==> src/rtl/regfile_writeback.sv <==
// Result writeback queue: collects completions from ALU/MUL/MEM producers and
// drains up to two entries per cycle onto the register file's two write ports.

module regfile_writeback_lane #(
    parameter int CW = 3,
    parameter int PW = 2
) (
    input  logic          enable,
    input  logic          valid,
    input  logic [CW-1:0] free,
    input  logic [CW-1:0] prefix,
    input  logic [PW-1:0] tail,
    output logic          ready,
    output logic          accept,
    output logic [PW-1:0] slot
);
    logic [CW:0] need;

    // Ready is monotone in source order, so an accepted lane's queue offset
    // equals the number of valids ahead of it.
    assign need   = {1'b0, prefix} + (CW+1)'(valid);
    assign ready  = enable && ({1'b0, free} >= need);
    assign accept = ready && valid;
    assign slot   = tail + PW'(prefix);
endmodule

module regfile_writeback #(
    parameter int DEPTH = 4,
    parameter int NSRC  = 3,
    parameter int XLEN  = 32
) (
    input  logic                      clock,
    input  logic                      reset,
    input  logic [NSRC-1:0]           in_valid,
    input  logic [NSRC-1:0][4:0]      in_idx,
    input  logic [NSRC-1:0][XLEN-1:0] in_data,
    output logic [NSRC-1:0]           in_ready,
    output logic                      write_en_1,
    output logic [4:0]                write_idx_1,
    output logic [XLEN-1:0]           write_data_1,
    output logic                      write_en_2,
    output logic [4:0]                write_idx_2,
    output logic [XLEN-1:0]           write_data_2,
    output logic [$clog2(DEPTH):0]    count
);
    localparam int PW = $clog2(DEPTH);
    localparam int CW = PW + 1;

    typedef struct packed {
        logic [4:0]      idx;
        logic [XLEN-1:0] data;
    } entry_t;

    entry_t          mem [DEPTH];
    logic [PW-1:0]   head, tail;
    logic [CW-1:0]   free, pushes, pops;
    logic [CW-1:0]   prefix [NSRC];
    logic [PW-1:0]   slot [NSRC];
    logic [NSRC-1:0] accept;
    entry_t          e1, e2;

    // Pops freed this cycle are deliberately not credited to free space.
    assign free = CW'(DEPTH) - count;
    assign pops = (count >= CW'(2)) ? CW'(2) : count;

    always_comb begin
        logic [CW-1:0] run;
        run = '0;
        for (int i = 0; i < NSRC; i++) begin
            prefix[i] = run;
            run       = run + CW'(in_valid[i]);
        end
    end

    always_comb begin
        pushes = '0;
        for (int i = 0; i < NSRC; i++)
            pushes = pushes + CW'(accept[i]);
    end

    for (genvar g = 0; g < NSRC; g++) begin : g_lane
        regfile_writeback_lane #(.CW(CW), .PW(PW)) u_lane (
            .enable (!reset),
            .valid  (in_valid[g]),
            .free   (free),
            .prefix (prefix[g]),
            .tail   (tail),
            .ready  (in_ready[g]),
            .accept (accept[g]),
            .slot   (slot[g])
        );
    end

    always_ff @(posedge clock or posedge reset) begin
        if (reset) begin
            head  <= '0;
            tail  <= '0;
            count <= '0;
        end else begin
            head  <= head + PW'(pops);
            tail  <= tail + PW'(pushes);
            count <= count + pushes - pops;
        end
    end

    // Storage needs no reset: nothing is presented unless count covers it.
    always_ff @(posedge clock) begin
        for (int i = 0; i < NSRC; i++)
            if (accept[i])
                mem[slot[i]] <= '{idx: in_idx[i], data: in_data[i]};
    end

    assign e1 = mem[head];
    assign e2 = mem[head + PW'(1)];

    assign write_en_1   = (count >= CW'(1)) && (e1.idx != 5'd0);
    assign write_idx_1  = (count >= CW'(1)) ? e1.idx  : '0;
    assign write_data_1 = (count >= CW'(1)) ? e1.data : '0;
    assign write_en_2   = (count >= CW'(2)) && (e2.idx != 5'd0);
    assign write_idx_2  = (count >= CW'(2)) ? e2.idx  : '0;
    assign write_data_2 = (count >= CW'(2)) ? e2.data : '0;
endmodule

==> config.mk <==
export PLATFORM = sky130hd
export DESIGN_NAME = regfile_writeback
export DESIGN_NICKNAME = d
export VERILOG_FILES = /design/src/rtl/regfile_writeback.sv
export SDC_FILE = /design/constraint.sdc
export NUM_CORES = 1
export LEC_CHECK = 0
export ABC_AREA = 0
export BUFFER_PORTS_ARGS = -buffer_cell sky130_fd_sc_hd__buf_2
export CORE_ASPECT_RATIO = 0.75
export CORE_MARGIN = 2
export CORE_UTILIZATION = 59
export DETAILED_ROUTE_END_ITERATION = 8
export HOLD_SLACK_MARGIN = 0.05
export PLACE_DENSITY = 0.82
export SYNTH_ARGS = -nofsm -noshare
export SYNTH_HDL_FRONTEND = slang
export SYNTH_SLANG_ARGS = --single-unit
export TNS_END_PERCENT = 50
==> constraint.sdc <==
create_clock -name clock -period 4.4 [get_ports clock]
set_input_delay 0.22 -clock clock [delete_from_list [all_inputs] [get_ports clock]]
set_output_delay 0.22 -clock clock [all_outputs]
set_load 0.02 [all_outputs]
==> results of run 1 <==
-- synth_stat cells, drive strengths merged, types with 2 or more instances --
master	n	area share [%]
a21oi	5	0.20
a31oi	2	0.098
and2	3	0.15
buf	66	2.9
clkbuf	78	2.3
dfrtp	7	1.4
edfxtp	148	35
fa	3	0.47
ha	19	1.9
inv	14	0.41
mux2	153	14
mux2i	10	0.78
mux4	64	11
nand2	11	0.32
nand2b	3	0.15
nand3	154	6.0
nand3b	4	0.23
nor2	19	0.56
nor2b	66	3.2
nor3b	3	0.18
o2111ai	37	2.5
o211ai	149	8.7
o21ai	152	5.9
or3	4	0.20
or3b	2	0.16
xnor2	8	0.66
xor2	3	0.20
-- sequential cells by signal, indices dropped and copies added (netlist names) --
| register | flops |
|---|---|
| head | 2 |
| tail | 2 |
| count | 3 |
| mem | 148 |
-- power groups by stage --
stage	registers (W)	logic [W]	clock network, W
2_1_floorplan	0.00275	0.00604	0
3_3_place_gp	0.00307	0.00763	0
3_5_place_dp	0.00312	0.00782	0
4_1_cts	0.00309	0.00787	0.00148
5_1_grt	0.00318	0.00853	0.00155
6_report	0.00311	0.00806	0.00149
-- per-layer routing --
layer	track usage [%]	up-vias	part of all wire [%]
met5	0	-	0.023
met4	14.8	2	3.7
met3	8.97	148	13
met2	53.0	1027	46
met1	45.6	5518	37
li1	-	4970	-
-- through the flow --
step                      std cells  total power (W)  setup WS, ns
after detailed placement       1563           0.0109         0.220
after global routing           1601           0.0133        0.0356
after global placement         1563           0.0107         0.292
final                          1604           0.0127         0.224
after floorplan                1196          0.00878         0.237
after CTS                      1596           0.0124         0.220
-- layout make-up --
type	instances	area share (%)
multi-input combinational	884	52.6
clock inverter	15	1.06
sequential	155	32.0
timing repair buffer	224	8.41
inverter	14	0.363
antenna	7	0.121
clock buffer	17	2.94
tap	288	2.49
-- cell families after synthesis --
kind of cell / Yosys count
buffers and inverters: 158
AO/OA/AOI/OAI: 350
AND/OR/NAND/NOR: 273
flip-flops: 155
adder cells (fa/ha/maj): 22
XOR/XNOR: 11
multiplexers: 227
-- how the worst max path moves through the flow --
stage,from,to,cells after the start,slack (ns)
4_1_cts,count[0],count[2],15,0.22
3_3_place_gp,in_valid[0],count[2],13,0.29
3_5_place_dp,in_valid[0],count[2],13,0.22
2_1_floorplan,count[0],mem[1][0],12,0.24
5_1_grt,count[0],count[2],15,0.04
6_report,count[0],count[2],12,0.22
-- worst register-to-register path, stage by stage, from the launching register on --
cell and delay (ns):
dfrtp_1 0.44, inv_1 0.15, ha_1 0.35, nor2b_4 0.88, o211a_4 0.51, nor3b_1 0.12, fa_1 0.52, inv_1 0.07
ha_1 0.28, inv_1 0.05, ha_1 0.19, fa_1 0.39, xnor2_1 0.13
-- timing repair --
item | in CTS | in global routing
setup endpoints to repair | 0 | 1
endpoints found under the hold margin | 7 | 0
hold buffers | 1 | 0
gates resized for setup | 0 | 0
setup buffers | 0 | 0
==> parameters.txt, run 1 <==
Parameter                              Value

Timing
  Final hold viol count ... 0
  Setup TNS ... 0 ns
  Fmax ... 239 MHz
  RSZ-0062 raised after global routing ... no
  Max-slew violation count ... 0
  Final Setup Violations ... 0
  Period utilization ... 94.9%
  Transition time at the pin with the least slew margin ... 1.13 ns
  Post-route clock skew ... 0.0119 ns
  Hold Worst Slack ... 0.123 ns
  Headroom to the max-slew limit ... 24.7%
  Time the worst path needs with I/O delays and setup ... 4.18 ns

Power and ir drop
  Relative contribution of sequential cells to total power ... 24.6%
  Share of power burned in the clock network ... 11.8%
  Power spent charging and discharging nets ... 0.00623 W
  Max IR drop VDD ... 0.548 mV
  Combinational cell fraction of total power ... 63.7%
  Leakage power summed over all cells ... 4.95 nW
  Switching Share ... 49.3%
  Internal power of the cells ... 0.00642 W
  Power per cell area ... 875 mW/mm^2

Finish
  Total of fill cells in the finished design ... 1,577
  Synthesis-to-finish area growth ... 12.7%
  Commonest non-fill, non-tap cell in the layout ... buf_2
  Finished Cell Area ... 0.0145 sq mm
  Share of cells above drive strength 1 ... 37.5%
  Post-layout util ... 68.1%
  Final nets ... 1,434
  Storage cell area ... 0.00463 sq mm
  Most used cells in the layout excluding fill and tap cells ... buf_2, nand3_1, o211ai_1
  Area of the multi-input gates ... 0.00761 sq mm

Logic synthesis
  Xor and xnor fraction of the mapped netlist area ... 0.868%
  Simple-gate area share of the yosys netlist ... 11.4%
  Flops & latches, synth ... 155
  EDFF count, synth ... 148
  Proportion of register bits with asynchronous set or reset after synthesis ... 4.52%
  Commonest register cell after synthesis ... edfxtp_1
  Distinct cell type count after synthesis ... 43
  Area of the mapped netlist ... 0.0128 sq mm
  Mean cell area of the mapped netlist ... 10.7 sq um
  Mux share of post-synthesis cell area ... 26.0%
  Fraction of the mapped netlist area in compound gates ... 17.9%
  Synthesized net count ... 1,334
  Post-synthesis share of cell area spent on full adders, half adders and majority gates ... 2.32%
  Sequential element share of the synthesized area ... 36.0%
  Dominant combinational cell family by area after synthesis ... multiplexers
  Count of synthesis-stage warnings from yosys ... 0
  Synthesized instance count ... 1,196

Floorplan
  Die outline area ... 0.0229 sq mm
  Width of the chip ... 174 um
  Standard cell core area ... 0.0212 sq mm
  Ports ... 198
  Standard-cell rows ... 46
  Initial standard-cell utilization of the core ... 60.4%
  Vertical die dimension ... 132 um

Critical path
  Bufs and invs on worst path ... 3
  Critical path, cell by cell ... inv_1 -> ha_1 -> nor2b_4 -> o211a_4 -> nor3b_1 -> fa_1 -> inv_1 -> ha_1 -> inv_1 -> ha_1 -> fa_1 -> xnor2_1
  Peak per-stage delay on the critical path ... 0.88 ns
  Crit path capture type ... flop
  Critical-path top delay cell ... nor2b_4
  Worst Setup Path Type ... reg -> reg
  Count of cells along the worst register-to-register path ... 12
  Top Family by Delay on Critical Path ... adder cells
  Worst Path Max Fanout ... 38
  Critical Path RT ... 4.73 ns
  Setup slack of the worst register-to-register path ... 0.22 ns
  Data arrival time of the worst path ... 4.50 ns
  Worst r2r src ... count[0]
  CP Launch Type ... flop
  Reg2reg end ... count[2]

Worst hold path
  WHS Path Cells ... 2
  End point of the most critical hold path ... mem[0][10]
  Hold crit path type ... in -> reg
  Min-delay src ... in_data[74]

GRT
  Global-route total usage across every layer ... 34.2%
  Global-route wire length before repair ... 61,700 um
  Number of global-route vias before repair ... 11,200
  GR Overflow Total ... 0
  Initial antenna violation count ... 7
  Largest net degree at the start of global routing ... 89

Drt
  DRC ... 0
  DRT Pass-1 Iters ... 6
  Drt initial violations ... 2,054
  Vias after detailed routing ... 11,700
  Routed length per placed instance ... 24.9 um
  Number of nets still failing antenna checks after routing ... 0
  Final WL ... 40,000 um
  Via density per instance ... 7.27

Clock tree
  Max Buffers Root-to-Sink ... 2
  CTS tree ... built
  Clk sinks ... 155
  Htree depth ... 4
  Register clock-pin slew on the reported worst setup and hold paths ... 0.07 ns
  Clk_lat worst skew ... 0.45 ns
  CTS Buf Count ... 17
  CTS root buffer ... clkbuf_16

Run status
  Result of the run ... finished clean

Run
  Count of maximum capacitance violations ... 0

Placed design
  Placer Congestion ... 0.846
  Post-DP HPWL ... 23,900 um
  DP Area ... 0.0138 sq mm
  Input/output buffers ... 197
Note: power is estimated with default switching activity, not from simulation.
==> run 2, diff against run 1 <==
ABC_AREA = 1   (was 0)
CORE_UTILIZATION = 58   (was 59)
==> run 2 against run 1 <==
Effect of this change:
- the flow now finishes with violations (DRC)
- largest power group unchanged
- routed wire length is 3.1% lower
- critical endpoint is now mem[0][18]
- sequential power fell by 11%
- register-to-register slack gained 0.56 ns
- cell area shrank 9.7%
- sequential share of layout area up 3.4 points
- synthesized cell count rose by 42%
- highest routed layer is now met4
- clock power grew 9%
- combinational power fell by 28%
==> parameters.txt, run 2 <==
Parameter                              Value

Critical path
  Worst r2r src ... count[0]
  Critical path, cell by cell ... inv_1 -> ha_1 -> inv_1 -> nand2_1 -> nand2_1 -> inv_1 -> ha_1 -> nand3_1 -> nand3_1 -> nand2_1 -> nor2_2 -> nand2_2 -> nand3_2 -> buf_4
  CP Launch Type ... flop
  CP Launch Point ... count[0]
  Worst Path Max Fanout ... 22
  Reg2reg end ... mem[0][18]
  Data arrival time of the worst path ... 3.79 ns
  Critical-path top delay cell ... nand3_2
  Peak per-stage delay on the critical path ... 0.68 ns
  Count of cells along the worst register-to-register path ... 14
  Crit path capture type ... flop
  Worst Setup Path Type ... reg -> reg
  Critical Path RT ... 4.58 ns
  Setup slack of the worst register-to-register path ... 0.79 ns

Logic synthesis
  EDFF count, synth ... 148
  Most frequently used cell type in the post-synthesis netlist ... nand2_1
  Commonest register cell after synthesis ... edfxtp_1
  Mean cell area of the mapped netlist ... 6.79 sq um
  Most area-consuming cells after synthesis ... edfxtp_1, nand2_1, nand3_1, inv_1, o21ai_0
  Distinct cell type count after synthesis ... 27
  Proportion of register bits with asynchronous set or reset after synthesis ... 4.52%
  Area of the mapped netlist ... 0.0116 sq mm
  Sequential element share of the synthesized area ... 40.0%
  Synth top cells by count ... nand2_1, nand3_1, edfxtp_1
  Flops & latches, synth ... 155
  Count of synthesis-stage warnings from yosys ... 0
  Yosys top cell by area ... edfxtp_1
  Synthesized net count ... 1,842
  Synthesized instance count ... 1,704
  Yosys top cell area share ... 38.4%

Placed design
  Post-DP HPWL ... 24,200 um
  Input/output buffers ... 197
  Number of cells after detailed placement ... 2,066
  Placer Congestion ... 0.908

Timing
  RSZ-0062 raised after global routing ... no
  Transition time at the pin with the least slew margin ... 1.11 ns
  Headroom to the max-slew limit ... 25.5%
  Final Setup Violations ... 0
  Final hold viol count ... 0
  Max-slew violation count ... 0
  Post-route clock skew ... 0.00845 ns
  Fmax ... 277 MHz
  Setup TNS ... 0 ns
  Time the worst path needs with I/O delays and setup ... 3.61 ns
  Period utilization ... 82.1%

Worst hold path
  End point of the most critical hold path ... mem[2][34]
  WHS Path Cells ... 3
  Hold crit path type ... in -> reg
  Min-delay src ... in_idx[12]

Power and ir drop
  Total power after layout ... 0.0102 W
  Leakage power summed over all cells ... 6.38 nW
  Max IR drop VDD ... 0.596 mV
  Power per cell area ... 784 mW/mm^2

Drt
  Via density per instance ... 5.97
  DRC ... 2
  Final WL ... 38,800 um
  Drt initial violations ... 1,849
  Vias after detailed routing ... 12,500
  Routed length per placed instance ... 18.5 um
  DRT Pass-1 Iters ... 9
  Number of nets still failing antenna checks after routing ... 0

Clock tree
  Clk sinks ... 155
  Clk_lat worst skew ... 0.44 ns
  Htree depth ... 4
  CTS root buffer ... clkbuf_16
  Max Buffers Root-to-Sink ... 2
  Register clock-pin slew on the reported worst setup and hold paths ... 0.07 ns
  CTS Buf Count ... 17
  CTS tree ... built

Floorplan
  Initial standard-cell utilization of the core ... 59.5%
  Die outline area ... 0.0211 sq mm
  Vertical die dimension ... 126 um
  Width of the chip ... 167 um
  Standard-cell rows ... 44
  Standard cell core area ... 0.0194 sq mm
  Ports ... 198

GRT
  Global-route wire length before repair ... 60,000 um
  Number of global-route vias before repair ... 11,700
  Initial antenna violation count ... 0
  Largest net degree at the start of global routing ... 107
  GR Overflow Total ... 0
  Global-route total usage across every layer ... 36.0%

Finish
  Total of fill cells in the finished design ... 1,649
  Largest register FFs ... 148
  Final nets ... 1,971
  Most used cells in the layout excluding fill and tap cells ... nand2_1, buf_2, nand3_1
  Synthesis-to-finish area growth ... 12.9%
  Post-layout util ... 67.2%
  Area of the multi-input gates ... 0.00575 sq mm
  Share of cells above drive strength 1 ... 14.9%
  Number of standard cells in the layout, taps in and fillers out ... 2,099
  Storage cell area ... 0.00462 sq mm
  Commonest non-fill, non-tap cell in the layout ... nand2_1
  Total inserted antenna cells ... 0

Run status
  Failing checks ... DRC
  Result of the run ... finished, violations left

Run
  Count of maximum capacitance violations ... 0
run 2: cell count changes after synthesis, moves of 37 or more:
| cell | before | now |
|---|---|---|
| nor2_1 | 19 | 104 |
| inv_1 | 14 | 143 |
| o211ai_1 | 149 | 33 |
| a21oi_1 | 5 | 47 |
| o21ai_0 | 131 | 78 |
| nand2_1 | 11 | 783 |
| mux2_2 | 134 | 0 |
| mux4_2 | 64 | 0 |
| nor2b_1 | 66 | 0 |
| clkbuf_1 | 78 | 26 |
| o2111ai_1 | 37 | 0 |
run 2: how the worst max path moves through the flow:
stage | to | cells after the start | slack, ns
finish | mem[0][18] | 14 | 0.79
global route | mem[0][18] | 14 | 0.57
CTS | mem[0][18] | 14 | 0.83
detailed placement | mem[0][12] | 13 | 0.82
global placement | mem[0][11] | 13 | 0.92
floorplan | mem[0][0] | 15 | 0.84
run 2: cell families (layout without fill, tap and decap cells):
kind of cell / after synthesis / in the layout / synth area share, %
AND/OR/NAND/NOR: 1066 / 1066 / 36.9
buffers and inverters: 263 / 405 / 10.7
AO/OA/AOI/OAI: 192 / 192 / 9.43
flip-flops: 155 / 155 / 40.0
adder cells (fa/ha/maj): 22 / 22 / 2.58
XOR/XNOR: 6 / 6 / 0.455
run 2: layout make-up:
class                   instances  share of cell area [%]
clock buffers                  18                    3.29
clock inverters                14                    1.54
inverters                     153                    4.40
multi-input cells            1286                    44.0
flip-flops and latches        155                    35.4
well taps                     253                    2.42
repair buffers                220                    8.89
run 2: where the power goes:
group / internal (W) / leakage (nW) / switching (W) / total, W
sequential: 0.00237 / 1.45 / 0.000410 / 0.00278
clock: 0.000999 / 0.305 / 0.000626 / 0.00162
combinational: 0.00172 / 4.63 / 0.00411 / 0.00583
total: 0.00509 / 6.38 / 0.00514 / 0.0102
run 2: metal layers:
metal,global-route usage [%],share of wire (%),up-vias
met1,48.2,37,5545
met4,16.3,3.8,0
met2,55.6,44,1083
met5,0,0,-
li1,-,-,5731
met3,9.15,15,166
run 2: what timing repair did:
item,CTS,global route
setup endpoints to repair,0,0
buffers inserted,0,0
hold buffers,1,0
resized for setup,0,0
endpoints found under the hold margin,7,0
run 2: stage by stage:
step	hold slack [ns]	cell area (sq um)	setup slack, ns
after detailed placement	0.301	12400	0.819
after CTS	0.108	13100	0.826
final	0.113	13100	0.787
after floorplan	0.115	11600	0.836
after global placement	0.295	12400	0.917
after global routing	0.120	13100	0.569
run 2: worst max-delay path, delay by kind of cell (launching register included):
| kind | cells | cell delay (ns) |
|---|---|---|
| and+or+nand+nor | 8 | 1.70 |
| buffers and inverters | 4 | 0.70 |
| adders and majority gates | 2 | 0.53 |
| DFF | 1 | 0.42 |
